<file path="src/rtl/mem_stage_pipe.sv">
// MEM stage: handshaked variable-latency data-memory access, watchdog and MEM/WB register.
// Latency: non-memory ops 0 extra cycles; memory ops stall (ready=0) from request until ack or timeout.
module mem_stage_pipe #(
  parameter int DATA_W    = 32,
  parameter int ADDR_W    = 16,
  parameter int DEST_W    = 4,
  parameter int ADDR_BASE = 1024,
  parameter int TIMEOUT   = 255
) (
  input  logic              clk,
  input  logic              rst,
  input  logic              freeze,
  input  logic              wb_en_in,
  input  logic              mem_r_en_in,
  input  logic              mem_w_en_in,
  input  logic [DATA_W-1:0] alu_res_in,
  input  logic [DATA_W-1:0] val_rm_in,
  input  logic [DEST_W-1:0] dest_in,
  output logic              mem_req,
  output logic              mem_we,
  output logic [ADDR_W-1:0] mem_addr,
  output logic [DATA_W-1:0] mem_wdata,
  input  logic [DATA_W-1:0] mem_rdata,
  input  logic              mem_ack,
  output logic              ready,
  output logic              err,
  output logic              wb_en_hazard,
  output logic [DEST_W-1:0] dest_hazard,
  output logic              wb_en_out,
  output logic              mem_r_en_out,
  output logic [DATA_W-1:0] alu_res_out,
  output logic [DATA_W-1:0] mem_res_out,
  output logic [DEST_W-1:0] dest_out
);

  typedef enum logic [1:0] {IDLE, BUSY, DONE} state_t;

  localparam logic [15:0] CNT_LAST = 16'(TIMEOUT - 1);

  state_t              state_q, state_d;
  logic                mem_req_q, mem_req_d;
  logic                mem_we_q, mem_we_d;
  logic [ADDR_W-1:0]   mem_addr_q, mem_addr_d;
  logic [DATA_W-1:0]   mem_wdata_q, mem_wdata_d;
  logic [DATA_W-1:0]   rbuf_q, rbuf_d;
  logic [15:0]         cnt_q, cnt_d;
  logic                err_q, err_d;
  logic                wb_en_q, wb_en_d;
  logic                mem_r_en_q, mem_r_en_d;
  logic [DATA_W-1:0]   alu_res_q, alu_res_d;
  logic [DATA_W-1:0]   mem_res_q, mem_res_d;
  logic [DEST_W-1:0]   dest_q, dest_d;
  logic                access;

  assign access = mem_r_en_in | mem_w_en_in;
  assign ready  = (state_q == DONE) || ((state_q == IDLE) && !access);

  always_comb begin
    state_d     = state_q;
    mem_req_d   = mem_req_q;
    mem_we_d    = mem_we_q;
    mem_addr_d  = mem_addr_q;
    mem_wdata_d = mem_wdata_q;
    rbuf_d      = rbuf_q;
    cnt_d       = cnt_q;
    err_d       = err_q;
    case (state_q)
      IDLE: begin
        if (access) begin
          state_d     = BUSY;
          mem_req_d   = 1'b1;
          mem_we_d    = mem_w_en_in;
          // Word address; underflow below the base wraps silently.
          mem_addr_d  = ADDR_W'((alu_res_in - DATA_W'(ADDR_BASE)) >> 2);
          mem_wdata_d = val_rm_in;
          cnt_d       = '0;
        end
      end
      BUSY: begin
        if (mem_ack) begin
          state_d   = DONE;
          mem_req_d = 1'b0;
          rbuf_d    = mem_we_q ? '0 : mem_rdata;
        end else if (cnt_q == CNT_LAST) begin
          state_d   = DONE;
          mem_req_d = 1'b0;
          rbuf_d    = '0;
          err_d     = 1'b1;
        end else begin
          cnt_d = cnt_q + 16'd1;
        end
      end
      DONE: begin
        // Holding DONE under freeze keeps the read result available until it is loaded.
        if (!freeze) state_d = IDLE;
      end
      default: state_d = IDLE;
    endcase
  end

  always_comb begin
    wb_en_d    = wb_en_q;
    mem_r_en_d = mem_r_en_q;
    alu_res_d  = alu_res_q;
    mem_res_d  = mem_res_q;
    dest_d     = dest_q;
    if (!freeze) begin
      if (ready) begin
        wb_en_d    = wb_en_in;
        mem_r_en_d = mem_r_en_in;
        alu_res_d  = alu_res_in;
        dest_d     = dest_in;
        mem_res_d  = (state_q == DONE) ? rbuf_q : '0;
      end else begin
        wb_en_d    = 1'b0;
        mem_r_en_d = 1'b0;
      end
    end
  end

  always_ff @(posedge clk or negedge rst) begin
    if (!rst) begin
      state_q     <= IDLE;
      mem_req_q   <= 1'b0;
      mem_we_q    <= 1'b0;
      mem_addr_q  <= '0;
      mem_wdata_q <= '0;
      rbuf_q      <= '0;
      cnt_q       <= '0;
      err_q       <= 1'b0;
      wb_en_q     <= 1'b0;
      mem_r_en_q  <= 1'b0;
      alu_res_q   <= '0;
      mem_res_q   <= '0;
      dest_q      <= '0;
    end else begin
      state_q     <= state_d;
      mem_req_q   <= mem_req_d;
      mem_we_q    <= mem_we_d;
      mem_addr_q  <= mem_addr_d;
      mem_wdata_q <= mem_wdata_d;
      rbuf_q      <= rbuf_d;
      cnt_q       <= cnt_d;
      err_q       <= err_d;
      wb_en_q     <= wb_en_d;
      mem_r_en_q  <= mem_r_en_d;
      alu_res_q   <= alu_res_d;
      mem_res_q   <= mem_res_d;
      dest_q      <= dest_d;
    end
  end

  assign mem_req      = mem_req_q;
  assign mem_we       = mem_we_q;
  assign mem_addr     = mem_addr_q;
  assign mem_wdata    = mem_wdata_q;
  assign err          = err_q;
  assign wb_en_hazard = wb_en_in;
  assign dest_hazard  = dest_in;
  assign wb_en_out    = wb_en_q;
  assign mem_r_en_out = mem_r_en_q;
  assign alu_res_out  = alu_res_q;
  assign mem_res_out  = mem_res_q;
  assign dest_out     = dest_q;

endmodule

</file>
<file path="config.mk">
export PLATFORM = sky130hd
export DESIGN_NAME = mem_stage_pipe
export DESIGN_NICKNAME = d
export VERILOG_FILES = /design/src/rtl/mem_stage_pipe.sv
export SDC_FILE = /design/constraint.sdc
export NUM_CORES = 1
export LEC_CHECK = 0
export CAP_MARGIN = 10
export CORE_UTILIZATION = 48
export CTS_CLUSTER_SIZE = 20
export DETAILED_ROUTE_END_ITERATION = 7
export DONT_BUFFER_PORTS = 1
export SLEW_MARGIN = 25
export SYNTH_ARGS = -nofsm -noshare
export SYNTH_HDL_FRONTEND = slang
export SYNTH_SLANG_ARGS = --single-unit
</file>
<file path="constraint.sdc">
create_clock -name clk -period 4.4 [get_ports clk]
set_input_delay 1.32 -clock clk [delete_from_list [all_inputs] [get_ports clk]]
set_output_delay 1.32 -clock clk [all_outputs]
set_load 0.02 [all_outputs]
</file>
==> run metrics, run 1 <==
critical path, cell by cell=nor2_1, nor2_1, nor2_1; dpl hpwl=9670 um; post-layout minimum cycle time=3350 ps; die height=121 um; critical path capture point type=primary output; drt first pass iters=4; CP Max Fanout=4; critical path's most frequent cell=nor2_1; GR Util met2=32.8%; grt peak-use layer=met2; complex-gate fraction of the synthesized area=11.9%; Lkg Pwr=3.70 nW; ys async rst share=100%; DR DRC count=0; largest family of logic cells by synthesized area=simple AND/OR/NAND/NOR gates; antenna viol nets, final=0; reg2reg start=state_q[0]; CTS root buffer=clkbuf_16; post-synthesis adder-cell area fraction=0.553%; r2r endpoint=cnt_q[8]; total negative slack=0 ps; crit path buf inv count=0; syn_nets=751; Post-Synth XOR/XNOR Area=1.29%; Total GRT Usage=20.9%; Stages on worst setup path=3; hold buffers post-CTS=0; startpoint type of the worst setup path=input port; worst path arrival time=2030 ps; Yosys top cell by area=dfrtp_1; Antenna diodes=0; Synth area leaders=dfrtp_1, nand2_1, a22o_1; Mean Syn Cell Area=10.6 um^2; min-delay worst type=reg2reg; VDD IR-drop max=0.310 mV; initial antenna violation count=0; buffers from clock root to sink, at most=2; Synth cell types=46; largest net degree at the start of global routing=172; first-pass GRT wire length=23500 um; Die ar.=0.0146 mm^2; Rows=43; relative slew slack=42.8%; Achievable Freq=0.299 GHz; Layout area overhead=9.23%; GRT overflow=0; Least-Margin Pin Slew=856 ps; max-slew violation count=0; port bufs=0; CTS buffer count=17; Setup CP Type=in2out; RSZ-0062 raised after global routing=false; clock latency at the later pin of the worst-skew pair=420 ps; slowest stage delay, CP=420 ps; total setup buffers inserted after CTS=0; Cells after Synth=641; initial core utilization=49.1%; M3 GR Usage=7.66%; EDFF count, synth=0; H-tree levels=4; post-synthesis sequential element count=171; CP top delay family=simple AND/OR/NAND/NOR gates; Hold Violations, Final=0; clk_skew=7.99 ps; CP required=3080 ps; Reg clk slew, reported paths=60 ps; Final GP Congestion=0.792; post-synthesis instance area=0.00679 mm^2; post-synthesis mux area share=0.590%; Final Cycle Share=76.1%; layout cells sized above 1=9.23%; dominant synthesized flop cell=dfrtp_1; CTS tree=yes; Setup crit start=mem_w_en_in; Top Ports=234; vias post-DR=4531; DR iter-0 viols=346; R2R cell count=4; top-area cell type share of the netlist area=63.0%; Max Cap Violations=0; Power Total=5.85 mW; CTS resizes=0; register area share after synthesis=63.0%; YS warnings=0; routed len/inst=17.9 um; Post-Synth Simple-Gate Area=19.1%; endpoints failing setup=0; R2R setup slack=2130 ps; global routing usage on met1=26.8%; Pwr Density=789 mW/mm^2; routed wire length=14600 um; CORE AREA=0.0138 mm^2; status=completed; vias in the first global route=4495; Max stage delay cell, worst path=nor2_1; Final #Nets=736; CP Capture Point=ready; Die W=121 um; Vias/cell=5.53; clock sinks=171
## layout by cell type (no fill, tap or decap), types with 2 or more instances in the layout
cell type  synthesis  final
inv_1              4      4
o31ai_1            3      3
nand2_1          254    254
inv_6              0      3
nor3_1             6      5
nor2_1            14     14
buf_4              6      6
nand3_1            9      9
a31oi_1            2      2
xor2_1             7      7
and3_1             4      4
ha_1               3      3
a22o_1            61     61
o211ai_1           3      3
a22o_2             4      4
clkbuf_16          0     17
o21ai_0           19     19
mux2i_1            4      4
dfrtp_1          171    171
nand4_1            4      4
clkinv_2           0      8
xnor2_1            3      3
## state kept, by name, indices dropped and copies added (netlist names)
name,flops
mem_res_out,32
mem_r_en_out,1
rbuf_q,32
mem_wdata,32
wb_en_out,1
err,1
state_q,2
dest_out,4
cnt_q,16
mem_req,1
mem_addr,16
mem_we,1
alu_res_out,32
## through the flow
stage               area [um^2]  std cells  setup WS (ps)  hold slack (ps)  utilization (%)
detailed placement         6870        786           1070              471             49.7
global placement           6870        786           1120              468             49.7
CTS                        7400        818           1060              479             53.5
floorplan                  6790        641           1220              446                -
finish                     7420        819           1050              476             53.6
global route               7420        819            987              510             53.6
## layer usage
metal	vias up	wire [um]	share of wire (%)
met5	-	0	0
met1	2220	6260	43
met4	0	191	1.3
met2	172	6980	48
li1	2123	-	-
met3	16	1200	8.2
## report_power, final
| group | total, mW | switching [mW] | leakage [nW] | internal [mW] |
|---|---|---|---|---|
| registers | 3.34 | 1.11 | 2.21 | 2.23 |
| logic | 1.17 | 0.671 | 1.23 | 0.496 |
| clock network | 1.34 | 0.606 | 0.272 | 0.737 |
| total | 5.85 | 2.39 | 3.70 | 3.46 |
## worst min-delay path by stage
| stage | startpoint | to | slack [ps] | depth (start not counted) |
|---|---|---|---|---|
| after floorplan | cnt_q[15] | cnt_q[15] | 450 | 1 |
| after global placement | cnt_q[15] | cnt_q[15] | 470 | 1 |
| after detailed placement | cnt_q[15] | cnt_q[15] | 470 | 1 |
| after CTS | cnt_q[15] | cnt_q[15] | 480 | 1 |
| after global routing | rbuf_q[12] | rbuf_q[12] | 510 | 1 |
| final | cnt_q[15] | cnt_q[15] | 480 | 1 |
## cells by family after synthesis
kind of cell | Yosys count
multiplexers | 4
AND/OR/NAND/NOR | 307
buffers and inverters | 45
AO/OA/AOI/OAI | 101
adder cells (fa/ha/maj) | 3
flip-flops | 171
XOR/XNOR | 10
## cell type report
class | count | area (um^2)
fillers | 1193 | 6410
flip-flops and latches | 171 | 4280
clock buffers | 18 | 439
multi-input cells | 425 | 2300
clock inverters | 14 | 93.8
repair buffers | 7 | 60.1
inverters | 4 | 15.0
well taps | 180 | 225
## synth_stat cells (all sizes together), types with 4 or more instances
cell type / count
mux2i: 4
inv: 4
clkbuf: 15
dfrtp: 171
o21ai: 22
xor2: 7
nand2: 254
nand3: 9
nor2: 15
buf: 26
nor3: 7
a22o: 65
nand4: 5
and3: 5
## worst register-to-register path, cell delays in order, from the launching register on
cell	delay, ps
dfrtp_1	650
nand2b_2	210
nor2_1	580
o21ai_1	320
o311ai_0	390
(Power assumes the default switching activity.)
==> run 2: changes to the inputs <==
- PLACE_DENSITY: unset -> 0.65
- clock period: 4.4 -> 2.77 ns (I/O delays scaled with it)
==> run 2 against run 1 <==
  * Register-to-register slack worse by 1400 ps
  * Global-route usage is 0.45 points lower
  * First-iteration DRC count decreased by 2.3%
  * Via count barely moved
  * Utilization up 0.88 points
  * Critical path depth stayed put
  * Wire length shrank 0.76%
  * Sequential share of layout area fell by 0.93 points
  * Non-clock buffer count increased by 3
  * Worst setup slack got worse by 540 ps
  * Largest cell class unchanged
  * Largest power group unchanged
==> run metrics, run 2 (synthesis gave the netlist of run 1 again) <==
status=completed; vias in the first global route=4480 (-0.33%); Least-Margin Pin Slew=874 ps (+17.9 ps); CTS buffer count=17 (unchanged); post-route setup slack=509 ps (-543 ps); Placed Cells=790 (+0.51%); Die W=121 um (unchanged); port bufs=0 (unchanged); Total GRT Usage=20.5% (-0.45 points); routed wire length=14500 um (-0.76%); Power Total=9.71 mW (+66%); Layout area overhead=11.0%; storage element area=0.00428 mm^2 (unchanged); Lkg Pwr=3.76 nW (+1.4%); Final #Nets=739 (+0.41%); commonest cells after routing, fill and taps aside=nand2_1, dfrtp_1, a22o_1, o21ai_0, clkbuf_16; DR DRC count=0 (unchanged); Pwr Density=1290 mW/mm^2 (+63%); Reg clk slew, reported paths=60 ps (about the same); largest net degree at the start of global routing=172 (unchanged); Rows=43 (unchanged); initial antenna violation count=0 (unchanged); total negative slack=0 ps (unchanged); buffers from clock root to sink, at most=2 (unchanged); hold buffers post-CTS=0 (unchanged); startpoint type of the worst setup path=register; H-tree levels=4 (unchanged); placed cell area=0.00690 mm^2 (+0.44%); reg2reg start=cnt_q[0]; CORE AREA=0.0138 mm^2 (unchanged); GRT overflow=0 (unchanged); dpl hpwl=9620 um (-0.44%); critical path capture point type=primary output; R2R cell count=7 (+3); Final GP Congestion=0.796 (+0.45%); pre-CTS WS=435 ps (-631 ps); DR iter-0 viols=338 (-2.3%); vias post-DR=4533 (+0.044%); initial core utilization=49.1% (unchanged); Layout Cells excl Fill=821 (+0.24%); Die ar.=0.0146 mm^2 (unchanged); Vias/cell=5.52 (-0.20%); Achievable Freq=0.442 GHz; Hold Violations, Final=0 (unchanged); max-slew violation count=0 (unchanged); post-layout minimum cycle time=2260 ps; antenna viol nets, final=0 (unchanged); fillcell total=1178 (-1.3%); total setup buffers inserted after CTS=0 (unchanged); RSZ-0062 raised after global routing=false; CTS tree=yes; global routing usage on met1=25.9% (-0.92 points); routed len/inst=17.7 um (-1.0%); clock latency at the later pin of the worst-skew pair=420 ps (about the same); layout cells sized above 1=9.36% (+0.13 points); r2r endpoint=state_q[1]; M3 GR Usage=7.66% (unchanged); relative slew slack=41.6% (-1.2 points); endpoints failing setup=0 (unchanged); grt peak-use layer=met2; min-delay worst type=in2async; CTS resizes=0 (unchanged); CP Max Fanout=7 (+3); die height=121 um (unchanged); most common cell after layout, fill and taps aside=nand2_1; clk_skew=5.21 ps (-2.78 ps); Antenna diodes=0 (unchanged); CP required=1940 ps (-1140 ps); R2R setup slack=690 ps (-1440 ps); first-pass GRT wire length=23000 um (-2.1%); Max Cap Violations=0 (unchanged); drt first pass iters=4 (unchanged); Final Cycle Share=81.6%; cell area after layout=0.00754 mm^2 (+1.6%); area of the multi-input gates=0.00230 mm^2 (-0.16%); VDD IR-drop max=0.489 mV (+58%); CTS root buffer=clkbuf_16; worst path arrival time=1430 ps (-600 ps); GR Util met2=31.6% (-1.1 points); clock sinks=171 (unchanged); Top Ports=234 (unchanged); Setup CP Type=reg2out
-- run 2: cell types whose count changed in the layout (fill, tap and decap cells not counted), sizes merged --
cell    change
bufinv      +4
clkbuf      +4
clkinv      -7
buf         +3
inv         -2
-- run 2: layer usage --
layer	vias up	wire [um]
met2	194	6720
met5	-	0
met3	17	1380
li1	2121	-
met1	2201	6180
met4	0	235
-- run 2: power by group --
part	leakage [nW]	total, mW	switching (mW)	internal [mW]
registers	2.21	5.31	1.78	3.54
logic	1.24	1.85	1.05	0.797
clock network	0.313	2.55	0.945	1.61
total	3.76	9.71	3.77	5.94
-- run 2: per-stage QoR --
stage          utilization [%]  hold slack [ps]
2_1_floorplan                -              446
3_3_place_gp              49.9              462
3_5_place_dp              49.9              473
4_1_cts                   54.5             91.7
5_1_grt                   54.5             78.8
6_report                  54.5              111
-- run 2: critical path, cell delays in order (launching register included) --
cell and delay (ps):
dfrtp_1 450, nor2_1 280, nor2_1 100, buf_4 190
-- run 2: area by class of cell --
class / instances / share of cell area (%)
Inverter: 4 / 0.199
Clock inverter: 9 / 2.11
Multi-Input combinational cell: 425 / 30.5
Sequential cell: 171 / 56.8
Clock buffer: 22 / 6.42
Timing Repair Buffer: 10 / 0.996
Tap cell: 180 / 2.99
-- run 2: worst max path at each step --
stage	start	to	depth (start not counted)
finish	state_q[1]	ready	3
CTS	state_q[1]	ready	3
floorplan	mem_w_en_in	ready	3
detailed placement	mem_w_en_in	mem_res_out[10]	5
global placement	mem_w_en_in	mem_res_out[3]	5
global route	state_q[1]	ready	3
==> run 3: changes to the inputs <==
- PLACE_DENSITY: 0.65 -> unset
- clock period: 2.77 -> 2.35 ns (I/O delays scaled with it)
==> run 3 against run 2 <==
  * The flow now finishes with violations (negative hold slack)
  * Total power grew 18%
  * Clock-buffer cell count shrank 1
  * Combinational power grew 21%
  * Non-clock buffer count grew 3
  * Register-to-register slack lost 230 ps
  * Worst setup slack lost 270 ps
  * Wire length grew 0.60%
  * Sequential cell count is the same
  * Critical endpoint unchanged
==> run metrics, run 3 (synthesis gave the netlist of run 1 again) <==
CP top delay family=flip-flops; Max Cap Violations=0 (unchanged); Reg clk slew, reported paths=60 ps (about the same); Die W=121 um (unchanged); buffers from clock root to sink, at most=2 (unchanged); endpoints failing setup=0 (unchanged); total negative slack=0 ps (unchanged); Final #Nets=742 (+0.41%); CP required=1640 ps (-300 ps); layout cells sized above 1=9.77% (+0.41 points); Least-Margin Pin Slew=681 ps (-193 ps); Logic pwr share=19.6% (+0.6 points); routed wire length=14600 um (+0.60%); initial core utilization=49.1% (unchanged); DR DRC count=0 (unchanged); CTS buffer count=17 (unchanged); most common cell after layout, fill and taps aside=nand2_1; Layout Cells excl Fill=825 (+0.49%); clock share of power=25.6% (-0.7 points); Seq pwr share=54.7% (about the same); crit path buf inv count=1 (unchanged); first-pass GRT wire length=23000 um (+0.18%); Setup CP Type=reg2out; Hold Violations, Final=121 (+121); critical path, cell by cell=nor2_1, nor2_1, buf_4; CORE AREA=0.0138 mm^2 (unchanged); commonest cells after routing, fill and taps aside=nand2_1, dfrtp_1, a22o_1, o21ai_0, clkbuf_16; clk_skew=7.55 ps (+2.34 ps); fillcell total=1192 (+1.2%); vias in the first global route=4392 (-2.0%); Total GRT Usage=20.5% (+0.082 points); CTS resizes=0 (unchanged); CTS tree=yes; largest net degree at the start of global routing=172 (unchanged); Final GP Congestion=0.789 (-0.88%); relative slew slack=54.4% (+13 points); Rows=43 (unchanged); internal power=6.98 mW (+18%); clock latency at the later pin of the worst-skew pair=420 ps (about the same); sw power=4.44 mW (+18%); Max stage delay cell, worst path=dfrtp_1; drt first pass iters=4 (unchanged); CP Max Fanout=7 (unchanged); routed len/inst=17.7 um (+0.11%); DR iter-0 viols=308 (-8.9%); Lkg Pwr=3.77 nW (+0.42%); min-delay worst type=in2async; worst path arrival time=1410 ps (-20 ps); pre-CTS WS=232 ps (-203 ps); post-route setup slack=235 ps (-274 ps); Antenna diodes=0 (unchanged); Final Cycle Share=90.0%; dpl hpwl=9800 um (+1.8%); Achievable Freq=0.473 GHz; failing checks=negative hold slack; port bufs=0 (unchanged); antenna viol nets, final=0 (unchanged); switch share=38.9% (about the same); status=complete, but fails checks; max-slew violation count=0 (unchanged); startpoint type of the worst setup path=register; post-layout minimum cycle time=2110 ps; Top Ports=234 (unchanged); total setup buffers inserted after CTS=0 (unchanged); critical path capture point type=primary output; CTS root buffer=clkbuf_16; hold slack=-18.9 ps (-130 ps); RSZ-0062 raised after global routing=false; Power Total=11.4 mW (+18%); Placed Cells=793 (+0.38%); clock sinks=171 (unchanged); storage element area=0.00428 mm^2 (unchanged); initial antenna violation count=0 (unchanged); slowest stage delay, CP=460 ps (about the same); H-tree levels=4 (unchanged); critical path's most frequent cell=nor2_1; die height=121 um (unchanged); vias post-DR=4498 (-0.77%); GRT overflow=0 (unchanged); area of the multi-input gates=0.00230 mm^2 (unchanged); Die ar.=0.0146 mm^2 (unchanged); Pwr Density=1510 mW/mm^2 (+17%); Layout area overhead=11.5%; VDD IR-drop max=0.609 mV (+24%); Vias/cell=5.45 (-1.3%); R2R setup slack=460 ps (-230 ps)
run 3: final timing paths:
kind | start | endpoint | cells after the start
hold reg to reg | rbuf_q[13] | mem_res_out[13] | 1
min in group clk | alu_res_in[2] | alu_res_out[2] | 2
hold / removal | rst | mem_res_out[6] | 0
setup reg to reg | state_q[0] | cnt_q[8] | 4
setup / recovery | state_q[1] | ready | 3
max in group asynchronous | rst | mem_wdata[7] | 0
run 3: power groups by stage:
stage               Combinational [mW]  Sequential (mW)  Clock, mW
finish                            2.24             6.25       2.93
global placement                  2.15             6.27          0
CTS                               2.28             6.27       3.00
global route                      2.56             6.40       3.12
detailed placement                2.28             6.29          0
floorplan                         1.86             5.96          0
run 3: layout make-up:
class	count	area share, %
flip-flops and latches	171	56.5
clock buffers	21	6.08
clock inverters	11	2.21
well taps	180	2.97
multi-input cells	425	30.4
inverters	4	0.198
repair buffers	13	1.62
run 3: per-stage QoR:
step / area (um^2) / utilization [%]
floorplan: 6790 / -
global placement: 6940 / 50.2
global route: 7570 / 54.8
CTS: 7570 / 54.8
finish: 7570 / 54.8
detailed placement: 6940 / 50.2
run 3: routing by layer:
metal | track usage, % | up-vias | share of wire, %
met1 | 27.0 | 2182 | 45
met2 | 30.7 | 174 | 45
met5 | 0 | - | 0
li1 | - | 2124 | -
met4 | 8.41 | 0 | 2.0
met3 | 7.52 | 18 | 7.7
